## src/rtl/uart_arb_pkg.sv

```systemverilog
// rtl/uart_arb_pkg.sv - shared types and constants for the UART TX arbiter
//
// Purpose: state encoding and width/limit constants used by uart_tx_arbiter.
// Ports:   none (package).

package uart_arb_pkg;

  typedef enum logic {
    IDLE  = 1'b0,
    GRANT = 1'b1
  } arb_state_t;

  // Width of the burst and idle counters.
  localparam int ARB_CNT_W = 8;

  // Largest requester count the arbiter supports.
  localparam int ARB_MAX_REQ = 8;

endpackage

```

## src/rtl/rr_picker.sv

```systemverilog
// rtl/rr_picker.sv - combinational rotate-priority encoder
//
// Purpose: finds the first set bit of req scanning upward from base, wrapping
//          at NUM_REQ (which need not be a power of two).
// Ports:
//   req   in  NUM_REQ  request vector
//   base  in  IDX_W    first position examined (highest priority)
//   found out 1        at least one request is set
//   index out IDX_W    position of the winning request (0 when none)

module rr_picker #(
  parameter int NUM_REQ = 4,
  parameter int IDX_W   = 2
) (
  input  logic [NUM_REQ-1:0] req,
  input  logic [IDX_W-1:0]   base,
  output logic               found,
  output logic [IDX_W-1:0]   index
);

  logic [IDX_W:0] cand;

  // Scan from the farthest offset down to offset 0 so that the candidate
  // closest to base is the last one written and therefore wins.
  always_comb begin
    found = 1'b0;
    index = '0;
    cand  = '0;
    for (int i = NUM_REQ - 1; i >= 0; i--) begin
      cand = {1'b0, base} + (IDX_W + 1)'(i);
      if (cand >= (IDX_W + 1)'(NUM_REQ)) begin
        cand = cand - (IDX_W + 1)'(NUM_REQ);
      end
      if (req[cand[IDX_W-1:0]]) begin
        found = 1'b1;
        index = cand[IDX_W-1:0];
      end
    end
  end

endmodule

```

## src/rtl/uart_tx_arbiter.sv

```systemverilog
// rtl/uart_tx_arbiter.sv - round-robin arbiter for the UART TX FIFO write port
//
// Purpose: shares the TX FIFO write port among NUM_REQ byte streams. A grant
//          lasts for one frame (ended by req_last), at most MAX_BURST bytes,
//          or until the grantee has been idle for IDLE_TIMEOUT cycles.
// Ports:
//   clk         in  1          clock
//   reset       in  1          synchronous active-high reset
//   enable      in  1          allow new grants
//   req_valid   in  NUM_REQ    byte available per requester
//   req_data    in  NUM_REQ*8  byte per requester (requester i at [8i+7:8i])
//   req_last    in  NUM_REQ    byte ends its frame
//   req_ready   out NUM_REQ    byte accepted this cycle (one-hot or zero)
//   fifo_wen    out 1          TX FIFO write strobe
//   fifo_wdata  out 8          TX FIFO write data
//   fifo_full   in  1          TX FIFO full
//   busy        out 1          a grant is held
//   grant_id    out ID_W       current or most recent grantee
//   revoked     out 1          pulse: previous grant ended by idle timeout

module uart_tx_arbiter
  import uart_arb_pkg::*;
#(
  parameter  int NUM_REQ      = 4,
  parameter  int MAX_BURST    = 16,
  parameter  int IDLE_TIMEOUT = 32,
  localparam int ID_W         = $clog2(NUM_REQ)
) (
  input  logic                   clk,
  input  logic                   reset,
  input  logic                   enable,
  input  logic [NUM_REQ-1:0]     req_valid,
  input  logic [NUM_REQ*8-1:0]   req_data,
  input  logic [NUM_REQ-1:0]     req_last,
  output logic [NUM_REQ-1:0]     req_ready,
  output logic                   fifo_wen,
  output logic [7:0]             fifo_wdata,
  input  logic                   fifo_full,
  output logic                   busy,
  output logic [ID_W-1:0]        grant_id,
  output logic                   revoked
);

  if (NUM_REQ < 2 || NUM_REQ > ARB_MAX_REQ) begin : g_chk_num_req
    $error("uart_tx_arbiter: NUM_REQ must be in 2..8");
  end
  if (MAX_BURST < 1 || MAX_BURST > 255) begin : g_chk_max_burst
    $error("uart_tx_arbiter: MAX_BURST must be in 1..255");
  end
  if (IDLE_TIMEOUT < 1 || IDLE_TIMEOUT > 255) begin : g_chk_idle_timeout
    $error("uart_tx_arbiter: IDLE_TIMEOUT must be in 1..255");
  end

  arb_state_t           state, state_nxt;
  logic [ID_W-1:0]      last_ptr, last_ptr_nxt;
  logic [ID_W-1:0]      grant_nxt;
  logic [ARB_CNT_W-1:0] burst_cnt, burst_nxt;
  logic [ARB_CNT_W-1:0] idle_cnt, idle_nxt;
  logic                 revoked_nxt;

  logic [ID_W-1:0]      start_ptr;
  logic                 pick_found;
  logic [ID_W-1:0]      pick_idx;

  logic                 cur_valid;
  logic                 cur_last;
  logic [7:0]           cur_data;
  logic                 xfer;
  logic                 rel_last;
  logic                 rel_burst;
  logic                 rel_timeout;

  // Arbitration starts one past the previous grantee. NUM_REQ may not be a
  // power of two, so the wrap is an explicit compare rather than overflow.
  assign start_ptr = (last_ptr == ID_W'(NUM_REQ - 1)) ? '0 : last_ptr + ID_W'(1);

  rr_picker #(
    .NUM_REQ (NUM_REQ),
    .IDX_W   (ID_W)
  ) u_picker (
    .req   (req_valid),
    .base  (start_ptr),
    .found (pick_found),
    .index (pick_idx)
  );

  assign cur_valid = req_valid[grant_id];
  assign cur_last  = req_last[grant_id];
  assign cur_data  = req_data[{grant_id, 3'b000} +: 8];

  // Gating with reset keeps the FIFO from seeing a write in the cycle the
  // grant is being torn down.
  assign xfer = (state == GRANT) && cur_valid && !fifo_full && !reset;

  assign rel_last    = xfer && cur_last;
  assign rel_burst   = xfer && (burst_cnt == ARB_CNT_W'(MAX_BURST - 1));
  assign rel_timeout = (state == GRANT) && !cur_valid &&
                       (idle_cnt == ARB_CNT_W'(IDLE_TIMEOUT - 1));

  assign busy       = (state == GRANT);
  assign fifo_wen   = xfer;
  assign fifo_wdata = xfer ? cur_data : 8'h00;

  always_comb begin
    req_ready = '0;
    if (xfer) begin
      req_ready[grant_id] = 1'b1;
    end
  end

  always_comb begin
    state_nxt    = state;
    last_ptr_nxt = last_ptr;
    grant_nxt    = grant_id;
    burst_nxt    = burst_cnt;
    idle_nxt     = idle_cnt;
    revoked_nxt  = 1'b0;
    case (state)
      IDLE: begin
        if (enable && pick_found) begin
          grant_nxt = pick_idx;
          burst_nxt = '0;
          idle_nxt  = '0;
          state_nxt = GRANT;
        end
      end
      GRANT: begin
        if (xfer) begin
          burst_nxt = burst_cnt + ARB_CNT_W'(1);
          idle_nxt  = '0;
        end else if (!cur_valid && (idle_cnt != '1)) begin
          // Only an absent grantee ages; a stall from fifo_full holds the count.
          idle_nxt = idle_cnt + ARB_CNT_W'(1);
        end
        if (rel_last || rel_burst || rel_timeout) begin
          state_nxt    = IDLE;
          last_ptr_nxt = grant_id;
        end
        revoked_nxt = rel_timeout;
      end
      default: state_nxt = IDLE;
    endcase
  end

  always_ff @(posedge clk) begin
    if (reset) begin
      state     <= IDLE;
      last_ptr  <= ID_W'(NUM_REQ - 1);
      grant_id  <= '0;
      burst_cnt <= '0;
      idle_cnt  <= '0;
      revoked   <= 1'b0;
    end else begin
      state     <= state_nxt;
      last_ptr  <= last_ptr_nxt;
      grant_id  <= grant_nxt;
      burst_cnt <= burst_nxt;
      idle_cnt  <= idle_nxt;
      revoked   <= revoked_nxt;
    end
  end

endmodule

```

## config.mk

```make
export PLATFORM = sky130hd
export DESIGN_NAME = uart_tx_arbiter
export DESIGN_NICKNAME = d
export VERILOG_FILES = /design/src/rtl/uart_arb_pkg.sv /design/src/rtl/rr_picker.sv /design/src/rtl/uart_tx_arbiter.sv
export SDC_FILE = /design/constraint.sdc
export NUM_CORES = 1
export LEC_CHECK = 0
export BUFFER_PORTS_ARGS = -buffer_cell sky130_fd_sc_hd__buf_2
export CELL_PAD_IN_SITES_DETAIL_PLACEMENT = 1
export CELL_PAD_IN_SITES_GLOBAL_PLACEMENT = 1
export CORE_ASPECT_RATIO = 0.5
export CORE_MARGIN = 2
export CORE_UTILIZATION = 35
export DETAILED_ROUTE_END_ITERATION = 10
export GPL_TIMING_DRIVEN = 0
export PLACE_DENSITY = 0.91
export SETUP_SLACK_MARGIN = 0.4
export SYNTH_ARGS = -nofsm -noshare
export SYNTH_HDL_FRONTEND = slang
export SYNTH_SLANG_ARGS = --single-unit
```

## constraint.sdc

```tcl
create_clock -name clk -period 2.4 [get_ports clk]
set_input_delay 0.24 -clock clk [delete_from_list [all_inputs] [get_ports clk]]
set_output_delay 0.24 -clock clk [all_outputs]
set_load 0.01 [all_outputs]
```

==> results of run 1 <==
cells by family after synthesis:
group / after synthesis
buf+inv: 17
xor+xnor: 1
fa+ha+maj: 3
simple gates: 67
compound gates: 46
mux: 13
flops: 22
sequential cells by signal, indices dropped and copies added (netlist names):
name / flops
busy: 1
burst_cnt: 8
grant_id: 2
idle_cnt: 8
revoked: 1
last_ptr: 2
power by group through the flow:
stage	registers, mW	clock network, mW	logic [mW]
2_1_floorplan	0.386	0	0.0934
3_3_place_gp	0.386	0	0.156
3_5_place_dp	0.387	0	0.168
4_1_cts	0.379	0.277	0.182
5_1_grt	0.381	0.297	0.223
6_report	0.380	0.287	0.211
cell type report:
class | count | area, um^2 | share of cell area
tap | 54 | 67.6 | 0.0323
clock buffer | 4 | 55.1 | 0.0263
timing repair buffer | 70 | 373 | 0.178
inverter | 8 | 30.0 | 0.0144
multi-input combinational | 130 | 1050 | 0.502
sequential | 22 | 445 | 0.213
buffer | 9 | 70.1 | 0.0335
worst max-delay path by stage:
stage	start	to	cells after the start
after floorplan	grant_id[0]	idle_cnt[7]	6
final	grant_id[0]	idle_cnt[3]	6
after detailed placement	grant_id[1]	burst_cnt[0]	6
after global routing	grant_id[0]	idle_cnt[1]	7
after CTS	grant_id[0]	idle_cnt[7]	6
after global placement	grant_id[1]	idle_cnt[7]	6
metal layers:
metal | track usage | wire (um) | share of wire | vias to the layer above
li1 | - | - | - | 801
met1 | 0.271 | 2670 | 0.39 | 919
met2 | 0.424 | 3310 | 0.48 | 141
met3 | 0.0251 | 448 | 0.065 | 47
met4 | 0.0704 | 459 | 0.067 | 0
met5 | 0 | 0 | 0 | -
cells in the mapped netlist (2+ instances only):
cell type                  number  share of area
sky130_fd_sc_hd__nor3_1         2         0.0066
sky130_fd_sc_hd__nand4_1        3          0.012
sky130_fd_sc_hd__nor2_1         7          0.017
sky130_fd_sc_hd__a31oi_1        2         0.0083
sky130_fd_sc_hd__mux4_2         6          0.089
sky130_fd_sc_hd__mux2i_1        3          0.020
sky130_fd_sc_hd__nand3_1        5          0.017
sky130_fd_sc_hd__and4_1         2          0.012
sky130_fd_sc_hd__ha_1           3          0.025
sky130_fd_sc_hd__mux4_1         4          0.070
sky130_fd_sc_hd__or3_1          9          0.037
sky130_fd_sc_hd__nor4b_1        2          0.012
sky130_fd_sc_hd__nor3b_1        3          0.015
sky130_fd_sc_hd__a21o_1         2         0.0099
sky130_fd_sc_hd__inv_1          8          0.020
sky130_fd_sc_hd__a211oi_1       2         0.0099
sky130_fd_sc_hd__and2_1         2         0.0083
sky130_fd_sc_hd__buf_6          2          0.015
sky130_fd_sc_hd__a21oi_1       15          0.050
sky130_fd_sc_hd__clkbuf_1       7          0.017
sky130_fd_sc_hd__dfxtp_1       22           0.29
sky130_fd_sc_hd__and3_1         9          0.037
sky130_fd_sc_hd__o21ai_0       11          0.036
sky130_fd_sc_hd__a21boi_0       2         0.0099
sky130_fd_sc_hd__or4_1          2         0.0099
sky130_fd_sc_hd__o31ai_1        3          0.015
sky130_fd_sc_hd__nand2_1       14          0.035
what timing repair did:
item                                    CTS  global route
gates resized for setup                  11            22
buffers inserted                          5             4
pin swaps                                 4             4
gates cloned                              0             1
endpoints found under the setup margin   28            26
stage by stage:
step / instance area (um^2) / setup slack [ps] / cells / hold slack, ps
2_1_floorplan: 1510 / 388 / 169 / 414
3_3_place_gp: 1880 / 323 / 283 / 476
3_5_place_dp: 1880 / 204 / 283 / 504
4_1_cts: 2000 / 338 / 292 / 330
5_1_grt: 2090 / 166 / 297 / 363
6_report: 2090 / 228 / 297 / 355
worst max-delay path: stages, from the launching register on:
cell                       delay [ps]
sky130_fd_sc_hd__dfxtp_2          360
sky130_fd_sc_hd__buf_6            110
sky130_fd_sc_hd__mux4_2           560
sky130_fd_sc_hd__a211o_1          350
sky130_fd_sc_hd__buf_6            150
sky130_fd_sc_hd__a21o_1           170
sky130_fd_sc_hd__a211oi_1         360
==> impl_results.rst, run 1 <==
.. list-table::
   :header-rows: 1

   * - Metric
     - Value
   * - Outcome
     - completed
   * - Predominant post-synthesis flop cell
     - sky130_fd_sc_hd__dfxtp_1
   * - Worst min path class
     - in2reg
   * - Aggregate routed wire length
     - 6890 um
   * - P&R area growth vs syn
     - 38.3%
   * - Clock network fraction of total power
     - 0.327
   * - Remaining antenna violation count
     - 0
   * - Latest clock arrival within the worst-skew pair
     - 280 ps
   * - Sum of negative setup slack
     - 0 ps
   * - Max-capacitance violation count
     - 0
   * - Average routed wire per standard cell
     - 23.2 um
   * - Internal power
     - 0.619 mW
   * - Power share of the sequential group
     - 0.433
   * - Launching element type of the critical path
     - flip-flop
   * - Clock transition at the register clock pins on the worst setup and hold paths after CTS
     - 100 ps
   * - Data required time of the critical path
     - 2560 ps
   * - Final Skew
     - 10.8 ps
   * - Filler Cell Count
     - 490
   * - Adder and majority gate portion of the synthesized area
     - 0.0248
   * - Clock tree root buffer cell
     - sky130_fd_sc_hd__clkbuf_8
   * - Num CTS Buffers
     - 3
   * - RSZ-0062 raised after global routing
     - yes
   * - Hold-fix buffers at CTS
     - 0
   * - Tot GR Track Use
     - 0.224
   * - Number of iterations in the first detailed-routing pass
     - 9
   * - Placeable core region
     - 4020 um^2
   * - Maximum fanout encountered on the critical timing path
     - 5
   * - Hold path startpoint
     - req_valid[1]
   * - Clock period minus worst slack
     - 2170 ps
   * - Post-synthesis cell area
     - 1510 um^2
   * - Detailed-route vias per instance
     - 6.42
   * - Share of the clock period used by the worst path after layout
     - 0.905
   * - Most frequent cells in the layout
     - sky130_fd_sc_hd__buf_2, sky130_fd_sc_hd__dfxtp_1, sky130_fd_sc_hd__nand2_1, sky130_fd_sc_hd__a21oi_1
   * - Gate Count Post-Synth
     - 169
   * - Number of enable flip-flop cells after synthesis
     - 0
   * - Mean cell area of the mapped netlist
     - 8.94 um^2
   * - Count of state elements after synthesis
     - 22
   * - Hold Violations, Final
     - 0
   * - Port bufs
     - 60
   * - Count of cells along the worst register-to-register path
     - 6
   * - Routed via count
     - 1908
   * - Row count
     - 16
   * - Reported leakage power
     - 0.896 nW
   * - Clock tree from TritonCTS
     - done
   * - Yosys synthesis warning count
     - 0
   * - Max Buffers Root-to-Sink
     - 2
   * - Sequential element share of the synthesized area
     - 0.291
   * - Diode insertion count for antenna repair
     - 0
   * - Synthesized-area fraction occupied by and/or/nand/nor cells
     - 0.255
   * - Logic pwr share
     - 0.240
   * - Iteration-0 DRC Markers
     - 159
   * - DRC Markers
     - 0
   * - Die outline width
     - 96.9 um
   * - End-of-flow core utilization
     - 0.520
   * - # IOs
     - 61
   * - Total power consumption of the routed design
     - 0.879 mW
   * - Net total in the final layout
     - 291
   * - Hold-critical path endpoint
     - grant_id[1]
   * - Critical path start-end classification
     - reg2reg
   * - Pin count of the biggest net entering global routing
     - 13
   * - Psw
     - 0.260 mW
   * - Number of endpoints failing setup at the final stage
     - 0
   * - Largest family of logic cells by synthesized area
     - simple AND/OR/NAND/NOR gates
   * - Post-synthesis share of cell area spent on xor and xnor gates
     - 0.00579
   * - Proportion of register bits with asynchronous set or reset after synthesis
     - 0
   * - Sink Count
     - 22
   * - Maximum level of the CTS H-tree
     - 1
   * - Launch point of the worst reg-to-reg path
     - grant_id[0]
   * - Worst-case register-to-register setup slack
     - 230 ps
   * - Overflow left after global routing
     - 0
   * - Share of cells above drive strength 1
     - 0.428
   * - Multiplexer share of the synthesized area
     - 0.179
   * - Worst setup EP type
     - flip-flop
   * - Routability-driven placement congestion ratio
     - 0.864
   * - Synth Net Count
     - 216
   * - Worst Hold Depth
     - 4
   * - Count of different cell masters after synthesis
     - 44
   * - Effective utilization at floorplan
     - 0.376
   * - Measured slew at the worst slew-check pin
     - 544 ps
   * - Final count of pins violating max slew
     - 0
   * - Sum of net half-perimeters after detailed placement
     - 4030 um
   * - Synth Area in Compound Gates
     - 0.192
   * - Power density over cell area
     - 420 nW/um^2
   * - Worst ir drop on vdd
     - 0.000188 V
   * - Fmax
     - 0.460 GHz
   * - Total Die Area
     - 4890 um^2
   * - Worst relative slew slack
     - 0.638
   * - Number of antenna violations at the first check in global routing
     - 0
   * - Die Height
     - 50.5 um
   * - Switching power share of the total
     - 0.296
   * - Vias in the first global route
     - 1811
   * - Endpoint arrival time on the critical path
     - 2330 ps
   * - First-pass GRT wire length
     - 8780 um
   * - Most frequent standard cell in the layout excluding fill and tap cells
     - sky130_fd_sc_hd__buf_2
   * - Worst reg2reg endpoint
     - idle_cnt[3]
(Power assumes the default switching activity.)
==> inputs of run 2 (changes only) <==
Settings changed: ABC_CLOCK_PERIOD_IN_PS from default to 2400, BUFFER_PORTS_ARGS -buffer_cell sky130_fd_sc_hd__buf_2 to default, CORE_UTILIZATION 35 to 45, DONT_BUFFER_PORTS from default to 1, PLACE_DENSITY 0.91 to 0.89.
==> run 2 against run 1 <==
Against the previous run:
- register-to-register slack gained 20 ps
- sequential cell count unchanged
- die area is 21% lower
==> impl_results.rst, run 2 (same netlist as run 1, synthesis figures left out) <==
.. list-table::
   :header-rows: 1

   * - Metric
     - Value
   * - Outcome
     - completed
   * - Maximum level of the CTS H-tree
     - 1
   * - Overflow left after global routing
     - 0
   * - Number of endpoints failing setup at the final stage
     - 0
   * - Most frequent standard cell in the layout excluding fill and tap cells
     - sky130_fd_sc_hd__dfxtp_1
   * - Diode insertion count for antenna repair
     - 0
   * - Largest registers
     - burst_cnt (8), idle_cnt (8)
   * - Iteration-0 DRC Markers
     - 180
   * - Share of the clock period used by the worst path after layout
     - 0.898
   * - Most frequent cells in the layout
     - sky130_fd_sc_hd__dfxtp_1, sky130_fd_sc_hd__nand2_1, sky130_fd_sc_hd__a21oi_1, sky130_fd_sc_hd__buf_4, sky130_fd_sc_hd__o21ai_0
   * - Net total in the final layout
     - 234
   * - Maximum fanout encountered on the critical timing path
     - 8
   * - Number of antenna violations at the first check in global routing
     - 0
   * - Reported leakage power
     - 0.653 nW
   * - Final Skew
     - 25.0 ps
   * - Number of iterations in the first detailed-routing pass
     - 5
   * - Max Buffers Root-to-Sink
     - 2
   * - P&R area growth vs syn
     - 25.2%
   * - DRC Markers
     - 0
   * - Logic pwr share
     - 0.231
   * - End-of-flow core utilization
     - 0.610
   * - Cells traversed along the worst timing path
     - buf_6 -> mux4_2 -> a211o_1 -> buf_6 -> buf_4 -> o31ai_2 -> a21oi_2
   * - Endpoint arrival time on the critical path
     - 2330 ps
   * - Launching element type of the critical path
     - flip-flop
   * - Routability-driven placement congestion ratio
     - 0.832
   * - Port bufs
     - 0
   * - Power density over cell area
     - 434 nW/um^2
   * - Psw
     - 0.248 mW
   * - Hold path startpoint
     - req_valid[1]
   * - Clock tree from TritonCTS
     - done
   * - Vias in the first global route
     - 1657
   * - Total power consumption of the routed design
     - 0.822 mW
   * - CP startpoint
     - grant_id[0]
   * - Data required time of the critical path
     - 2570 ps
   * - Cell occurring most often along the worst timing path
     - sky130_fd_sc_hd__buf_6
   * - Switching power share of the total
     - 0.302
   * - Hold Violations, Final
     - 0
   * - Sum of net half-perimeters after detailed placement
     - 3360 um
   * - Final count of pins violating max slew
     - 0
   * - Internal power
     - 0.573 mW
   * - Total Die Area
     - 3870 um^2
   * - Measured slew at the worst slew-check pin
     - 589 ps
   * - Clock tree root buffer cell
     - sky130_fd_sc_hd__clkbuf_8
   * - Detailed-route vias per instance
     - 7.65
   * - Effective utilization at floorplan
     - 0.487
   * - Worst setup EP type
     - flip-flop
   * - Critical path start-end classification
     - reg2reg
   * - RSZ-0062 raised after global routing
     - yes
   * - Routed via count
     - 1722
   * - Fmax
     - 0.464 GHz
   * - Placeable core region
     - 3100 um^2
   * - Latest clock arrival within the worst-skew pair
     - 280 ps
   * - First-pass GRT wire length
     - 9290 um
   * - Worst ir drop on vdd
     - 0.000227 V
   * - Launch point of the worst reg-to-reg path
     - grant_id[0]
   * - Clock network fraction of total power
     - 0.305
   * - Worst min path class
     - in2reg
   * - Tot GR Track Use
     - 0.328
   * - Aggregate routed wire length
     - 6860 um
   * - Sink Count
     - 22
   * - Num CTS Buffers
     - 3
   * - Clock transition at the register clock pins on the worst setup and hold paths after CTS
     - 100 ps
   * - Power share of the sequential group
     - 0.464
   * - Max-capacitance violation count
     - 0
   * - Sum of negative setup slack
     - 0 ps
   * - # IOs
     - 61
   * - Worst relative slew slack
     - 0.607
   * - Die Height
     - 45.0 um
   * - Remaining antenna violation count
     - 0
   * - Share of cells above drive strength 1
     - 0.324
   * - Die outline width
     - 86.0 um
   * - Row count
     - 14
   * - Clock period minus worst slack
     - 2160 ps
   * - Pin count of the biggest net entering global routing
     - 12
   * - Slowest stage cell on the critical path
     - sky130_fd_sc_hd__mux4_2
   * - Average routed wire per standard cell
     - 30.5 um
   * - Delay of the slowest cell on the worst path
     - 550 ps
run 2: changes by cell type in the layout (fill, tap and decap cells not counted), sizes merged:
cell / change
clkbuf: +2
buf: -60
run 2: worst paths after layout:
kind | end | slack [ps] | depth (start not counted)
worst max-delay path | idle_cnt[7] | 240 | 7
worst min-delay path | grant_id[1] | 220 | 3
worst max register to register | idle_cnt[7] | 240 | 7
worst min register to register | burst_cnt[5] | 530 | 2
run 2: area by class of cell:
class | count | area [um^2]
Timing Repair Buffer | 13 | 110
Tap cell | 40 | 50.0
Fill cell | 341 | 1210
Sequential cell | 22 | 445
Inverter | 8 | 30.0
Multi-Input combinational cell | 130 | 1120
Clock buffer | 3 | 41.3
Buffer | 9 | 96.3
run 2: power by group through the flow:
stage	Combinational (mW)	Sequential [mW]	Clock [mW]
after global routing	0.195	0.382	0.263
after global placement	0.114	0.388	0
after CTS	0.150	0.380	0.227
final	0.190	0.381	0.251
after detailed placement	0.119	0.388	0
after floorplan	0.0934	0.386	0
run 2: stage by stage:
stage / hold WS, ps / cells / cell area, um^2 / setup slack [ps]
2_1_floorplan: 414 / 169 / 1510 / 388
3_3_place_gp: 426 / 209 / 1560 / 172
3_5_place_dp: 433 / 209 / 1560 / 125
4_1_cts: 160 / 218 / 1760 / 324
5_1_grt: 236 / 225 / 1890 / 222
6_report: 216 / 225 / 1890 / 244
run 2: worst max-delay path, delay by kind of cell (launching register included):
kind / cells / cell delay (ps)
AOI/OAI and AO/OA: 3 / 700
muxes: 1 / 550
buffers and inverters: 3 / 410
DFF: 1 / 380
run 2: per-layer routing:
layer	wire, um	track usage	vias to the layer above
met5	0	0	-
met4	545	0.190	0
met3	714	0.0731	57
met2	3100	0.575	165
met1	2500	0.382	812
li1	-	-	688
run 2: timing repair:
action	CTS	global route
pin swaps	3	6
cloned	1	0
hold buffers	0	0
buffers inserted	5	7
resized for setup	29	19
setup endpoints to repair	29	30
==> inputs of run 3 (changes only) <==
Settings changed: CAP_MARGIN from default to 20, CORE_MARGIN 2 to 3, MAX_ROUTING_LAYER from default to met4.
==> run 3 against run 2 <==
Against the previous run:
- clock power is 44% higher
- clock skew fell by 3.9 ps
- count of clock-buffer cells in the layout unchanged
- register-to-register slack worse by 20 ps
- core utilization decreased by 1.8 points
- total power increased by 11%
- die area is 6.9% higher
- largest cell class unchanged
- non-clock buffer count down 1
- sequential cell count did not move
- setup slack lost 23 ps
- first-iteration DRC count shrank 19%
==> impl_results.rst, run 3 (same netlist as run 1, synthesis figures left out) <==
.. list-table::
   :header-rows: 1

   * - Metric
     - Value
   * - Outcome
     - completed
   * - Cells traversed along the worst timing path
     - buf_6 -> mux4_2 -> a211o_1 -> buf_6 -> or4_4 -> a21oi_2
   * - Power density over cell area
     - 496 nW/um^2
   * - Overflow left after global routing
     - 0
   * - Worst min path class
     - in2reg
   * - Met3 demand-to-capacity share in global routing
     - 0.0525
   * - Worst setup EP type
     - flip-flop
   * - Die outline width
     - 88.0 um
   * - RSZ-0062 raised after global routing
     - yes
   * - Internal power
     - 0.673 mW
   * - Reported leakage power
     - 0.661 nW
   * - Share of the clock period used by the worst path after layout
     - 0.908
   * - Detailed-route vias per instance
     - 7.30
   * - Final count of pins violating max slew
     - 0
   * - Met2 demand-to-capacity share in global routing
     - 0.481
   * - Worst Hold Depth
     - 3
   * - Most frequent cells in the layout
     - sky130_fd_sc_hd__dfxtp_1, sky130_fd_sc_hd__nand2_1, sky130_fd_sc_hd__a21oi_1, sky130_fd_sc_hd__buf_4
   * - Iteration-0 DRC Markers
     - 146
   * - Net total in the final layout
     - 233
   * - Number of endpoints failing setup at the final stage
     - 0
   * - Remaining antenna violation count
     - 0
   * - Row count
     - 14
   * - Routability-driven placement congestion ratio
     - 0.893
   * - Worst ir drop on vdd
     - 0.000256 V
   * - Measured slew at the worst slew-check pin
     - 556 ps
   * - Fmax
     - 0.459 GHz
   * - DRC Markers
     - 0
   * - Most frequent standard cell in the layout excluding fill and tap cells
     - sky130_fd_sc_hd__dfxtp_1
   * - Vias in the first global route
     - 1610
   * - Critical path start-end classification
     - reg2reg
   * - P&R area growth vs syn
     - 21.4%
   * - Num CTS Buffers
     - 3
   * - Filler Cell Count
     - 348
   * - Switching power share of the total
     - 0.260
   * - Max Buffers Root-to-Sink
     - 2
   * - # IOs
     - 61
   * - Placeable core region
     - 3100 um^2
   * - Maximum level of the CTS H-tree
     - 1
   * - Die Height
     - 47.0 um
   * - Sum of negative setup slack
     - 0 ps
   * - Worst relative slew slack
     - 0.629
   * - Total Die Area
     - 4130 um^2
   * - Number of iterations in the first detailed-routing pass
     - 4
   * - Number of buffer and inverter instances along the worst setup path
     - 2
   * - Final Skew
     - 21.1 ps
   * - Average routed wire per standard cell
     - 26.1 um
   * - Latest clock arrival within the worst-skew pair
     - 280 ps
   * - Largest registers
     - burst_cnt (8), idle_cnt (8)
   * - Layer with the highest usage
     - met2
   * - Sink Count
     - 22
   * - Port bufs
     - 0
   * - Data required time of the critical path
     - 2620 ps
   * - Logic pwr share
     - 0.184
   * - Critical path depth
     - 6
   * - Clock transition at the register clock pins on the worst setup and hold paths after CTS
     - 100 ps
   * - Psw
     - 0.237 mW
   * - Category of cells accounting for the largest share of critical-path delay
     - multiplexers
   * - Met1 track demand over resource in global routing
     - 0.312
   * - Sum of net half-perimeters after detailed placement
     - 3560 um
   * - Power share of the sequential group
     - 0.419
   * - Endpoint arrival time on the critical path
     - 2400 ps
   * - Aggregate routed wire length
     - 5910 um
   * - Clock tree from TritonCTS
     - done
   * - Count of placed standard cells in the final layout, fillers left out
     - 226
   * - Hold Violations, Final
     - 0
   * - Count of cells along the worst register-to-register path
     - 6
   * - Clock period minus worst slack
     - 2180 ps
   * - Maximum fanout encountered on the critical timing path
     - 8
   * - Tot GR Track Use
     - 0.267
   * - Slowest stage cell on the critical path
     - sky130_fd_sc_hd__mux4_2
   * - Clock tree root buffer cell
     - sky130_fd_sc_hd__clkbuf_8
   * - Share of cells above drive strength 1
     - 0.265
   * - Max-capacitance violation count
     - 0
   * - Routed via count
     - 1650
   * - Launching element type of the critical path
     - flip-flop
   * - Post-placement cell count
     - 209
   * - First-pass GRT wire length
     - 7960 um
   * - Delay of the slowest cell on the worst path
     - 560 ps
   * - End-of-flow core utilization
     - 0.592
   * - Pin count of the biggest net entering global routing
     - 14
   * - Effective utilization at floorplan
     - 0.487
   * - Cell occurring most often along the worst timing path
     - sky130_fd_sc_hd__buf_6
   * - Clock network fraction of total power
     - 0.396
   * - Number of antenna violations at the first check in global routing
     - 1
[run 3: cell types whose count changed in the layout (fill, tap and decap cells not counted), moves of 2 or more]
cell                       before  now
sky130_fd_sc_hd__o21ai_1        0    3
sky130_fd_sc_hd__o21ai_0       10    8
sky130_fd_sc_hd__and3_1         4    9
sky130_fd_sc_hd__buf_6          2    5
sky130_fd_sc_hd__and3_4         5    0
sky130_fd_sc_hd__clkbuf_8       5    3
[run 3: power groups by stage]
stage                     sequential [mW]  clock [mW]  combinational (mW)
after global placement              0.388           0               0.115
after global routing                0.382       0.372               0.178
after floorplan                     0.386           0              0.0934
after detailed placement            0.388           0               0.120
after CTS                           0.380       0.358               0.139
final                               0.381       0.361               0.168
[run 3: metal layers]
metal | wire length, um | vias up
met2 | 2840 | 123
met1 | 2380 | 824
li1 | - | 689
met4 | 138 | 0
met3 | 550 | 14
met5 | 0 | -
[run 3: final timing paths]
check	from	endpoint	slack, ps
worst max-delay path	grant_id[0]	idle_cnt[7]	220
worst min-delay path	req_valid[1]	grant_id[1]	190
worst max register to register	grant_id[0]	idle_cnt[7]	220
worst min register to register	burst_cnt[7]	burst_cnt[7]	520
[run 3: repair_timing]
action,in CTS,in global routing
gates cloned,0,1
resized for setup,18,25
hold buffers,0,0
endpoints found under the setup margin,30,30
pin swaps,7,6
buffers inserted,7,4
[run 3: per-stage QoR]
stage                     instance area (um^2)  total power [mW]  worst slack [ps]  hold slack, ps
after detailed placement                  1560             0.509               135             466
after global routing                      1840             0.933               183             205
after CTS                                 1740             0.877               301             174
after global placement                    1560             0.503               183             426
after floorplan                           1510             0.479               388             414
final                                     1840             0.910               220             191
[run 3: cell type report]
| type | instances | area, um^2 | area share |
|---|---|---|---|
| multi-input cells | 130 | 1070 | 0.582 |
| flip-flops and latches | 22 | 445 | 0.243 |
| repair buffers | 12 | 97.6 | 0.0532 |
| plain buffers | 9 | 70.1 | 0.0382 |
| well taps | 40 | 50.0 | 0.0273 |
| clock buffers | 3 | 41.3 | 0.0225 |
| clock inverters | 1 | 30.0 | 0.0164 |
| inverters | 8 | 30.0 | 0.0164 |
| diodes | 1 | 2.50 | 0.00136 |
[run 3: worst min-delay path, cell delays in order]
cell and delay [ps]:
sky130_fd_sc_hd__nand2_1 40, sky130_fd_sc_hd__o2111ai_1 80, sky130_fd_sc_hd__a21oi_1 70
